==> src/rtl/alu_exec_unit.sv <==
// ---------------------------------------------------------------------------
// alu_exec_unit
// Executes decoded ALU operations on operands A and B. Add, subtract, OR and
// the illegal-op response complete in a single cycle. The left shift is
// iterative and moves SHIFT_STEP bits per cycle. Operations arrive on a
// valid/ready handshake and results leave on another valid/ready handshake.
// Only one operation is in flight at a time.
//
// Ports
//   clk            clock; all state changes on the rising edge
//   reset          synchronous, active-high reset
//   in_valid       an operation and its operands are presented
//   in_ready       the unit accepts an operation this cycle (state IDLE)
//   a, b           operands; b[SHAMT_W-1:0] is the shift amount for sll
//   result_select  0 add/sub, 1 or, 2 sll, 3 illegal
//   neg_b          subtract (a + ~b + 1); used by add/sub only
//   l_ctrl, s_ctrl reserved controls; captured on accept, no effect
//   out_valid      result is valid; held until out_ready
//   out_ready      consumer takes the result
//   result         operation result
//   illegal        the operation was result_select == 3
// ---------------------------------------------------------------------------
module alu_exec_unit #(
  parameter int WIDTH      = 32,
  parameter int SHAMT_W    = 5,
  parameter int SHIFT_STEP = 1
) (
  input  logic             clk,
  input  logic             reset,
  input  logic             in_valid,
  output logic             in_ready,
  input  logic [WIDTH-1:0] a,
  input  logic [WIDTH-1:0] b,
  input  logic [1:0]       result_select,
  input  logic             neg_b,
  input  logic             l_ctrl,
  input  logic             s_ctrl,
  output logic             out_valid,
  input  logic             out_ready,
  output logic [WIDTH-1:0] result,
  output logic             illegal
);

  // state | meaning
  // IDLE  | waiting for an operation, in_ready=1
  // SHIFT | sll in progress, acc shifted each cycle until remaining=0
  // DONE  | result presented, out_valid=1 until out_ready
  typedef enum logic [1:0] {
    IDLE  = 2'd0,
    SHIFT = 2'd1,
    DONE  = 2'd2
  } state_t;

  localparam logic [1:0]         SEL_ADD = 2'd0;
  localparam logic [1:0]         SEL_OR  = 2'd1;
  localparam logic [1:0]         SEL_SLL = 2'd2;
  localparam logic [SHAMT_W-1:0] STEP_W  = SHAMT_W'(SHIFT_STEP);

  state_t             state;
  state_t             state_nxt;
  logic [WIDTH-1:0]   acc;
  logic [SHAMT_W-1:0] remaining;
  logic [WIDTH-1:0]   result_q;
  logic               illegal_q;
  // Reserved controls are held for future use; the name keeps them out of
  // unused-signal reports.
  logic [1:0]         rsvd_ctrl_unused;

  logic               accept;
  logic [SHAMT_W-1:0] shamt;
  logic [SHAMT_W-1:0] step_amt;
  logic [SHAMT_W-1:0] rem_after;
  logic [WIDTH-1:0]   acc_shifted;
  logic [WIDTH-1:0]   b_operand;
  logic [WIDTH-1:0]   add_sum;

  assign accept      = in_valid & in_ready;
  assign shamt       = b[SHAMT_W-1:0];
  // Final step may be shorter than SHIFT_STEP so we never overshoot.
  assign step_amt    = (remaining < STEP_W) ? remaining : STEP_W;
  assign rem_after   = remaining - step_amt;
  assign acc_shifted = acc << step_amt;
  assign b_operand   = neg_b ? ~b : b;
  assign add_sum     = a + b_operand + {{(WIDTH-1){1'b0}}, neg_b};

  // State register
  always_ff @(posedge clk) begin
    if (reset) state <= IDLE;
    else       state <= state_nxt;
  end

  // Next-state logic
  always_comb begin
    state_nxt = state;
    case (state)
      IDLE: begin
        if (accept) begin
          if (result_select == SEL_SLL && shamt != '0) state_nxt = SHIFT;
          else                                          state_nxt = DONE;
        end
      end
      SHIFT:   if (rem_after == '0) state_nxt = DONE;
      DONE:    if (out_ready)        state_nxt = IDLE;
      default: state_nxt = IDLE;
    endcase
  end

  // Outputs
  always_comb begin
    in_ready  = (state == IDLE);
    out_valid = (state == DONE);
    result    = result_q;
    illegal   = illegal_q;
  end

  // Datapath: result only changes on accept or while shifting, so it stays
  // stable in DONE under backpressure.
  always_ff @(posedge clk) begin
    if (reset) begin
      acc              <= '0;
      remaining        <= '0;
      result_q         <= '0;
      illegal_q        <= 1'b0;
      rsvd_ctrl_unused <= 2'b00;
    end else begin
      case (state)
        IDLE: begin
          if (accept) begin
            illegal_q        <= 1'b0;
            rsvd_ctrl_unused <= {l_ctrl, s_ctrl};
            case (result_select)
              SEL_ADD: result_q <= add_sum;
              SEL_OR:  result_q <= a | b;
              SEL_SLL: begin
                if (shamt == '0) begin
                  result_q <= a;
                end else begin
                  acc       <= a;
                  remaining <= shamt;
                end
              end
              default: begin
                result_q  <= '0;
                illegal_q <= 1'b1;
              end
            endcase
          end
        end
        SHIFT: begin
          acc       <= acc_shifted;
          remaining <= rem_after;
          if (rem_after == '0) result_q <= acc_shifted;
        end
        default: ;
      endcase
    end
  end

endmodule

==> config.mk <==
export PLATFORM = sky130hd
export DESIGN_NAME = alu_exec_unit
export DESIGN_NICKNAME = d
export VERILOG_FILES = /design/src/rtl/alu_exec_unit.sv
export SDC_FILE = /design/constraint.sdc
export NUM_CORES = 1
export LEC_CHECK = 0
export CAP_MARGIN = 10
export CORE_AREA = 2 2 96 117
export CTS_CLUSTER_DIAMETER = 150
export DETAILED_ROUTE_END_ITERATION = 7
export DIE_AREA = 0 0 98 119
export DONT_BUFFER_PORTS = 1
export GPL_TIMING_DRIVEN = 0
export PLACE_DENSITY = 0.78
export SYNTH_ARGS = -nofsm -noshare
export SYNTH_HDL_FRONTEND = slang
export SYNTH_SLANG_ARGS = --single-unit
==> constraint.sdc <==
create_clock -name clk -period 4.3 [get_ports clk]
set_input_delay 0.86 -clock clk [delete_from_list [all_inputs] [get_ports clk]]
set_output_delay 0.86 -clock clk [all_outputs]
set_load 0.02 [all_outputs]
# Word-level counts from Yosys, hierarchy flattened
# Cells that the tools add are included.
# op_classes
addsub	3
n_lt_le_gt_ge	1
n_eq_ne	10
shifts	1
muxes	21
bitwise_logic	3
n_reduce_logical	12
# ops
op	count
$mux 32	7
$pmux 32 s2	2
$pmux 32 s3	1
$add 32x1->32	1
$add 32x32->32	1
$not 32->32	1
$or 32x32->32	1
$shl 32x5->32	1
$mux 5	4
$logic_not 5->1	2
$pmux 5 s2	1
$mux 2	4
$reduce_and 4->1	2
$ne 2x1->1 const B	3
$pmux 2 s3	1
$lt 5x1->1 const B	1
$reduce_bool 5->1	1
$sub 5x5->5	1
$eq 2x1->1 const B	2
$eq 2x2->1 const B	2
$logic_not 2->1	2
$ne 2x2->1 const B	2
$ne 3x2->1 const B	1
$reduce_and 3->1	1
other kinds (6)	6
# totals
ff_bits	72
elab_cells	56

# Depth between registers and ports, before layout
# depth
depth_word	7
depth_mapped	13
ltp_nobuf	10

# Worst setup path after synthesis
# OpenSTA, ideal clock, no wires.
# synth_timing
kind	input to register
start	in neg_b
end	reg result_q[28] (netlist: result[28])
arrival_ns	3.683
slack_ns	0.500
path_stages	12
cell_sequence	clkbuf_1 clkbuf_1 xor2_1 inv_1 fa_1 o21ai_0 a21o_1 o2111ai_1 a21o_1 a211oi_1 o21ai_0 a31o_2
# synth_via
elab_chain_len	6
# synth_rtl
element	line	source
start, declared	35	input logic neg_b,
$mux 32	83	assign b_operand = neg_b ? ~b : b;
$add 32x32->32	84	assign add_sum = a + b_operand + {{(WIDTH-1){1'b0}}, neg_b};
$add 32x1->32 (*)	84	
$pmux 32 s3 (*)	131	case (result_select)
$mux 32 (*)	128	if (accept) begin
$pmux 32 s2 (*)	126	case (state)
end signal, assigned	132	SEL_ADD: result_q <= add_sum;
end signal, assigned	133	SEL_OR: result_q <= a | b;
end signal, assigned	152	if (rem_after == '0) result_q <= acc_shifted;
end, declared	63	logic [WIDTH-1:0] result_q;
# Mark *: on every way between the ends. The rest lies on a longest branch, timed or not. The select of a mux whose other input is x is not followed.
# A chain may end at the register's enable or synchronous reset.

# Final worst setup path
# layout_timing
start	in neg_b
end	reg result_q[27] (netlist: result[27])
# Same word-level chain as after synthesis.

==> results.json <==
{
  "critPathSlowestCell": "clkbuf_2",
  "synth_area_um2": 6476,
  "worst_setup_path_start_kind": "primary input",
  "htreeDepth": 3,
  "synth-edff-count": 0,
  "cts_buffer_depth": 2,
  "max_freq_mhz": 242.8,
  "dr.pass1.iters": 8,
  "clk_pin_slew_ps": 60,
  "cts_tree": "built",
  "ctsRootBufferMaster": "clkbuf_16",
  "cts_resized": 3,
  "worst_pin_slew_ps": 881.2,
  "insertion_delay_ps": 340,
  "fp.dieW_um": 98,
  "mostFrequentLayoutCells": "nor2_1, a21oi_1, nand2_1, dfxtp_1, o21ai_0",
  "cts_sinks": 72,
  "grt_pass1_wl_um": 37270,
  "crit_path_end_kind": "flop",
  "reg2reg_setup_slack_ps": 1270,
  "drv_cap": 0,
  "critPathBufInv": 3,
  "timing.final.crit_share": 0.9579,
  "grt_start_max_net_pins": 13,
  "cts_hold_buffers": 0,
  "final.setup.tns_ps": 0,
  "ys_seq_elements": 72,
  "grt-ovfl-total": 0,
  "slew_violations": 0,
  "syn-num-nets": 1026,
  "final_cells": 1061,
  "crit_family": "simple AND/OR/NAND/NOR gates",
  "timing.critical_path.mode_cell": "clkbuf_1",
  "fin_nets": 1037,
  "n_antenna_cell": 0,
  "rows": 42,
  "violations": "design-rule violations",
  "synth_ff_type": "dfxtp_1",
  "dieHeight_um": 119,
  "drive_above_1_share": 0.04521,
  "r2r_cells": 9,
  "hp-start": "acc[4]",
  "post-cts-setup-buffer-count": 0,
  "core-area_um2": 10670,
  "syn_to_final_growth_pct": 7.090,
  "grt_pass1_vias": 7102,
  "final_common_cell": "nor2_1",
  "powerDensity_nw_per_um2": 352.2,
  "syn_area_per_cell_um2": 7.086,
  "whs_endpoint": "acc[4]",
  "critical_path.cell_chain": "clkbuf_1 > clkbuf_2 > xor2_1 > ha_1 > clkbuf_1 > nand2_1 > nor4_2 > o211ai_1 > nand3_1 > o21ai_0 > mux2i_1 > a211oi_1 > nor3_1",
  "synthArstFlopShare": 0,
  "slowest_delay_ps": 450,
  "ys_warn_count": 0,
  "hold_viol": 0,
  "critPathArrivalTime_ps": 4320,
  "layout_min_cycle_time_ps": 4119,
  "leakagePower_nw": 2.616,
  "dp_cells": 1046,
  "routed_wl_um": 24170,
  "start_util": 0.6071,
  "finalSetupViolCount": 0,
  "seq_area_frac_synth": 0.2226,
  "ioPinCount": 108,
  "dp_hpwl_um": 17900,
  "r2r-start": "remaining[2]",
  "portBuffers": 0,
  "synth.distinct_cells": 65,
  "whs_path_depth": 2,
  "outcome": "finished with violations",
  "routed_via_density": 6.927,
  "reg2reg_to": "result[16]",
  "drt_iter0_markers": 896,
  "antenna_found_initial": 0,
  "wl_per_cell_um": 22.78,
  "drc": 1,
  "clock_skew_ps": 8.023,
  "crit_type": "primary input to flop",
  "fin_ws_ps": 181.0,
  "cp.required_ps": 4510,
  "vias": 7350,
  "antenna_left": 0,
  "track_usage": 0.4039,
  "preCtsSetupSlack_ps": -479.0,
  "relSlewSlack": 0.4126,
  "die-area_um2": 11660,
  "synth_cells": 914,
  "place.gp.congestion": 0.9708,
  "peakVddDrop_mv": 0.2166,
  "cts_buffers": 9,
  "crit_path_max_fanout": 10,
  "rsz0062_at_grt": "yes",
  "min_path_type": "flop to flop"
}
-- stage by stage --
step	instance area [µm²]	power [W]	utilization	hold WS, ps
3_5_place_dp	6641	0.001685	0.6226	472.6
4_1_cts	6927	0.002399	0.6493	480.8
3_3_place_gp	6641	0.001676	0.6226	458.0
5_1_grt	6935	0.002536	0.6501	498.0
6_report	6935	0.002443	0.6501	482.8
2_1_floorplan	6476	0.001466	-	444.5
-- layout make-up --
class                   count  area, µm²
clock inverters             4      28.78
fillers                  1002       3732
multi-input cells         762       4730
inverters                  14      52.55
flip-flops and latches     72       1441
plain buffers              66      265.3
well taps                 132      165.2
clock buffers              11      252.7
-- how the worst max path moves through the flow --
stage               cells after the start          to  start
finish                                 13  result[27]  neg_b
global route                           13  result[27]  neg_b
CTS                                    13  result[27]  neg_b
detailed placement                     13  result[27]  neg_b
global placement                       13  result[27]  neg_b
floorplan                              12  result[28]  neg_b
-- sequential cells by signal, indices dropped and copies added, names as in the netlist --
signal     count
acc           32
result        32
remaining      5
state          2
illegal        1
-- synthesized netlist by cell type (22+ instances only) --
cell	n	share of area
nor2_1	121	0.070
nor3_1	35	0.027
a211oi_1	32	0.037
ha_1	38	0.073
o21a_1	25	0.029
a21o_1	22	0.026
xor2_1	37	0.050
o21ai_0	57	0.044
clkbuf_1	51	0.030
a21oi_1	108	0.083
nand2_1	91	0.053
dfxtp_1	72	0.22
-- metal layers --
metal	global-route usage	up-vias	share of wire
met5	0	-	0
met4	0.2474	0	0.076
met3	0.1203	144	0.13
met2	0.6473	571	0.44
met1	0.4711	3290	0.35
li1	-	3345	-
-- report_power, final --
| group | internal (W) | switching (W) |
|---|---|---|
| sequential | 0.000725 | 0.0000884 |
| combinational | 0.000319 | 0.000578 |
| clock | 0.000420 | 0.000312 |
-- cells by family after synthesis --
| group | Yosys count | share of synthesized area |
|---|---|---|
| AOI/OAI and AO/OA | 321 | 0.3180 |
| DFF | 72 | 0.2226 |
| buffers and inverters | 80 | 0.04811 |
| adders and majority gates | 39 | 0.07651 |
| muxes | 16 | 0.02550 |
| xor gates and xnor gates | 49 | 0.06627 |
| and+or+nand+nor | 337 | 0.2430 |
-- tightest hold or removal path, cell delays in order, from the launching register on --
cell	delay [ps]
dfxtp_1	320
nand2_1	60
a21oi_1	50
Note: power is estimated with default switching activity, not from simulation.
==> patch 1, RTL diff (same flow settings) <==
The parameter `SHAMT_W` goes from 5 to 6.
--- a/src/rtl/alu_exec_unit.sv
+++ b/src/rtl/alu_exec_unit.sv
@@ -23,5 +23,5 @@
 module alu_exec_unit #(
   parameter int WIDTH      = 32,
-  parameter int SHAMT_W    = 5,
+  parameter int SHAMT_W    = 6,
   parameter int SHIFT_STEP = 1
 ) (
Check against the original RTL: not equivalent (Yosys sat finds a counterexample within 4 cycles, from zero or initial values and one cycle with reset high).
==> patch 1 against the unedited design <==
- global-route usage down 2.0 points
- sequential cell count up 1
- core utilization decreased by 1.2 points
- non-clock buffer count shrank 6
- fmax rose by 2.7%
- synthesized area is 2.8% lower
- total power increased by 35%
- hold slack got worse by 0.028 ns
- final area fell by 1.9%
- setup slack gained 0.11 ns
- routed wire length is 5.8% lower
- largest power group unchanged
==> patch 1: results (changes against the unedited design) <==
Netlist cell types: 72 (+11%)
leakage power: 2.699 nW (+3.2%)
DR iter-0 viols: 729 (-19%)
commonest non-fill, non-tap cell in the layout: a21oi_1
I/O Buffers: 0 (unchanged)
largest net degree at the start of global routing: 15 (+2)
first-pass GRT wire length: 35030 um (-6.0%)
post-CTS sizing: 1 (-2)
reg-to-reg startpoint: remaining[0]$_SDFFE_PP0P_
syn_nets: 997 (-2.8%)
Max VDD drop: 0.2083 mV (-3.9%)
critical path's top delay family: compound AO/OA/AOI/OAI gates
synth warn: 0 (unchanged)
Seq/Total Area, Yosys: 23.22% (+0.96 points)
routability congestion estimate: 0.9536 (-1.8%)
Slew headroom: 41.86% (+0.60 points)
CP Capture Point: result[24]$_SDFFE_PP0P_
clk_skew: 0.006905 ns (-0.001119 ns)
CP startpoint: neg_b
share of flip-flops with an asynchronous set or reset: 0% (unchanged)
Via Count: 6956 (-5.4%)
crit-path max FO: 23 (+13)
vias in the first global route: 6601 (-7.1%)
Post-Route WL: 22780 um (-5.8%)
Worst path slowest cell: clkbuf_2
Hold Path End: acc[31]$_SDFFE_PP0P_
Register-to-Register Path Depth: 13 (+4)
drt pass-1 iters: 5 (-3)
hold path cells: 2 (unchanged)
CTS Buf Count: 9 (unchanged)
status: finished clean
HPWL after DPL: 16740 um (-6.5%)
FILL cells: 1019 (+1.7%)
Worst Hold Launch: acc[31]$_SDFFE_PP0P_
H-tree levels: 3 (unchanged)
worst skew pair latency: 0.35 ns
layout cells sized above 1: 5.451% (+0.93 points)
Root Driver: clkbuf_16
Tot GR Track Use: 38.39% (-2.0 points)
initial antenna violation count: 0 (unchanged)
RR Endpoint: result[5]$_SDFFE_PP0P_
Worst Path Arrival: 4.22 ns (-0.10 ns)
Bufs on Longest Clock Path: 2 (unchanged)
Hold Fails Final Rpt: 0 (unchanged)
Synth area leaders: dfxtp_1, a21oi_1, ha_1, nand2_1, nor2_1
diode count: 0 (unchanged)
Clock Pin Slew Worst Setup and Hold Paths: 0.07 ns
Hold Crit Class: reg -> reg
final hold slack: 0.4553 ns (-0.02752 ns)
Post-CTS Setup Bufs: 0 (unchanged)
Commonest cells post-synth: a21oi_1, nand2_1, nor2_1, dfxtp_1, o21ai_0
Crit path largest cell delay: 0.49 ns (+0.04 ns)
setup slack, reg-to-reg: 0.53 ns (-0.74 ns)
[patch 1: cell types whose count changed after synthesis, sizes merged, moves of 10 or more]
cell | before | now
nor2 | 121 | 96
o22ai | 2 | 12
inv | 14 | 39
a211oi | 32 | 14
nor3 | 38 | 26
a21oi | 109 | 144
o21a | 25 | 2
[patch 1: area by class of cell]
type	count	area (um2)	area share [%]
inverters	39	146.4	2.152
plain buffers	60	325.3	4.781
multi-input cells	711	4354	63.99
flip-flops and latches	73	1461	21.48
clock inverters	7	126.4	1.857
clock buffers	9	225.2	3.310
well taps	132	165.2	2.427
[patch 1: report_power, final]
group / total [mW] / switching (mW) / internal (mW)
combinational: 1.42 / 0.913 / 0.511
clock: 0.917 / 0.342 / 0.575
sequential: 0.955 / 0.165 / 0.791
[patch 1: logic make-up after synthesis]
group	after synthesis	share of synthesized area, %
simple gates	274	19.28
compound gates	325	31.51
flops	73	23.22
buf+inv	101	7.594
mux	17	2.724
fa+ha+maj	39	7.873
xor+xnor	56	7.793
[patch 1: routing by layer]
metal	up-vias	part of all wire (%)	global-route usage, %
li1	3179	-	-
met1	3220	37	45.74
met2	442	46	62.54
met3	115	11	8.979
met4	0	6.2	22.83
met5	-	0	0
[patch 1: through the flow]
| stage | setup slack (ns) | cell area [um2] | utilization (%) | cells |
|---|---|---|---|---|
| 5_1_grt | 0.05794 | 6804 | 63.78 | 1031 |
| 3_3_place_gp | -0.4018 | 6459 | 60.54 | 1017 |
| 4_1_cts | 0.02454 | 6808 | 63.82 | 1032 |
| 2_1_floorplan | 0.4176 | 6294 | - | 885 |
| 6_report | 0.2894 | 6804 | 63.78 | 1031 |
| 3_5_place_dp | -0.3975 | 6459 | 60.54 | 1017 |
==> patch 2, RTL diff (same settings) <==
Without the edit above. Encoding of `state_t`: now one-hot (3 bits for 3 states).
--- a/src/rtl/alu_exec_unit.sv
+++ b/src/rtl/alu_exec_unit.sv
@@ -46,8 +46,8 @@
   // SHIFT | sll in progress, acc shifted each cycle until remaining=0
   // DONE  | result presented, out_valid=1 until out_ready
-  typedef enum logic [1:0] {
-    IDLE  = 2'd0,
-    SHIFT = 2'd1,
-    DONE  = 2'd2
+  typedef enum logic [2:0] {
+    IDLE  = 3'b001,
+    SHIFT = 3'b010,
+    DONE  = 3'b100
   } state_t;
 
Formal check against the unedited RTL: no difference found for any inputs over 4 cycles, from zero or initial values and one cycle with reset high; so few cycles prove little.
==> patch 2 against the unedited design <==
- sequential cell count is 1 higher
- fmax is 1.3% lower
- synthesized area is 2.0% lower
- via count is 3.9% lower
- register-to-register slack worse by 0.34 ns
- global-route usage is 2.4 points lower
- routed wire length is 5.5% lower
- critical path depth stayed put
- setup slack worse by 0.056 ns
- total power is 0.96% lower
- final area is 1.7% lower
- first-iteration DRC count is 0.67% lower
- core utilization is 1.1 points lower
- largest power group is now registers
==> patch 2: results (changes against the unedited design) <==
Synth Area in Compound Gates: 29.43% (-2.4 points)
WL met1: 8901 um (+4.3%)
Post-Layout Cell Count: 1066 (+0.47%)
Netlist cell types: 64 (-1.5%)
Worst-Margin Slew: 1.082 ns (+0.2008 ns)
Tot GR Track Use: 38.00% (-2.4 points)
Crit path largest cell delay: 0.56 ns (+0.11 ns)
leakage power: 2.706 nW (+3.4%)
DR iter-0 viols: 890 (-0.67%)
routability congestion estimate: 0.9757 (+0.50%)
met3 routed WL: 2568 um (-19%)
Register-to-Register Path Depth: 8 (-1)
metal2 WL: 10210 um (-4.2%)
status: finished clean
reg-to-reg startpoint: state[1]$_SDFFE_PP0P_
Hold Path End: acc[0]$_SDFFE_PP0P_
GRT met1 Usage: 49.16% (+2.0 points)
layout cells sized above 1: 4.818% (+0.30 points)
vias in the first global route: 6499 (-8.5%)
post-synthesis adder-cell area fraction: 7.811% (+0.16 points)
Net Sw Power: 0.9202 mW (-5.9%)
CP Capture Point: result[30]$_SDFFE_PP0P_
number of vias per cell: 6.629 (-4.3%)
first-pass GRT wire length: 34860 um (-6.5%)
placed cell count: 1050 (+0.38%)
HPWL after DPL: 17460 um (-2.5%)
critical path's top delay family: compound AO/OA/AOI/OAI gates
Commonest cells post-synth: nand2_1, nor2_1, a21oi_1, o21ai_0, dfxtp_1
met2 global-route usage: 60.49% (-4.2 points)
Worst Hold Launch: acc[0]$_SDFFE_PP0P_
clk_skew: 0.009218 ns (+0.001194 ns)
WL per Instance: 21.44 um (-5.9%)
Max VDD drop: 0.2288 mV (+5.6%)
multiplexer share of the synthesized area: 1.736% (-0.81 points)
## patch 2: final cells by class
class / count / area, um2
multi-input cells: 765 / 4567
well taps: 132 / 165.2
clock inverters: 6 / 57.56
plain buffers: 64 / 264.0
inverters: 16 / 60.06
clock buffers: 10 / 239.0
flip-flops and latches: 73 / 1461
fillers: 1005 / 3854
## patch 2: stage by stage
stage | setup WS, ns | hold WS [ns]
floorplan | 0.4745 | 0.4584
global placement | -0.2908 | 0.4709
detailed placement | -0.2908 | 0.4778
CTS | 0.05631 | 0.4854
global route | 0.01503 | 0.5037
finish | 0.1249 | 0.4956
## patch 2: power by group through the flow
| stage | clock, mW | combinational, mW | sequential (mW) |
|---|---|---|---|
| after floorplan | 0 | 0.619 | 0.823 |
| after global placement | 0 | 0.790 | 0.838 |
| after detailed placement | 0 | 0.795 | 0.839 |
| after CTS | 0.760 | 0.802 | 0.825 |
| after global routing | 0.783 | 0.898 | 0.831 |
| final | 0.769 | 0.824 | 0.827 |
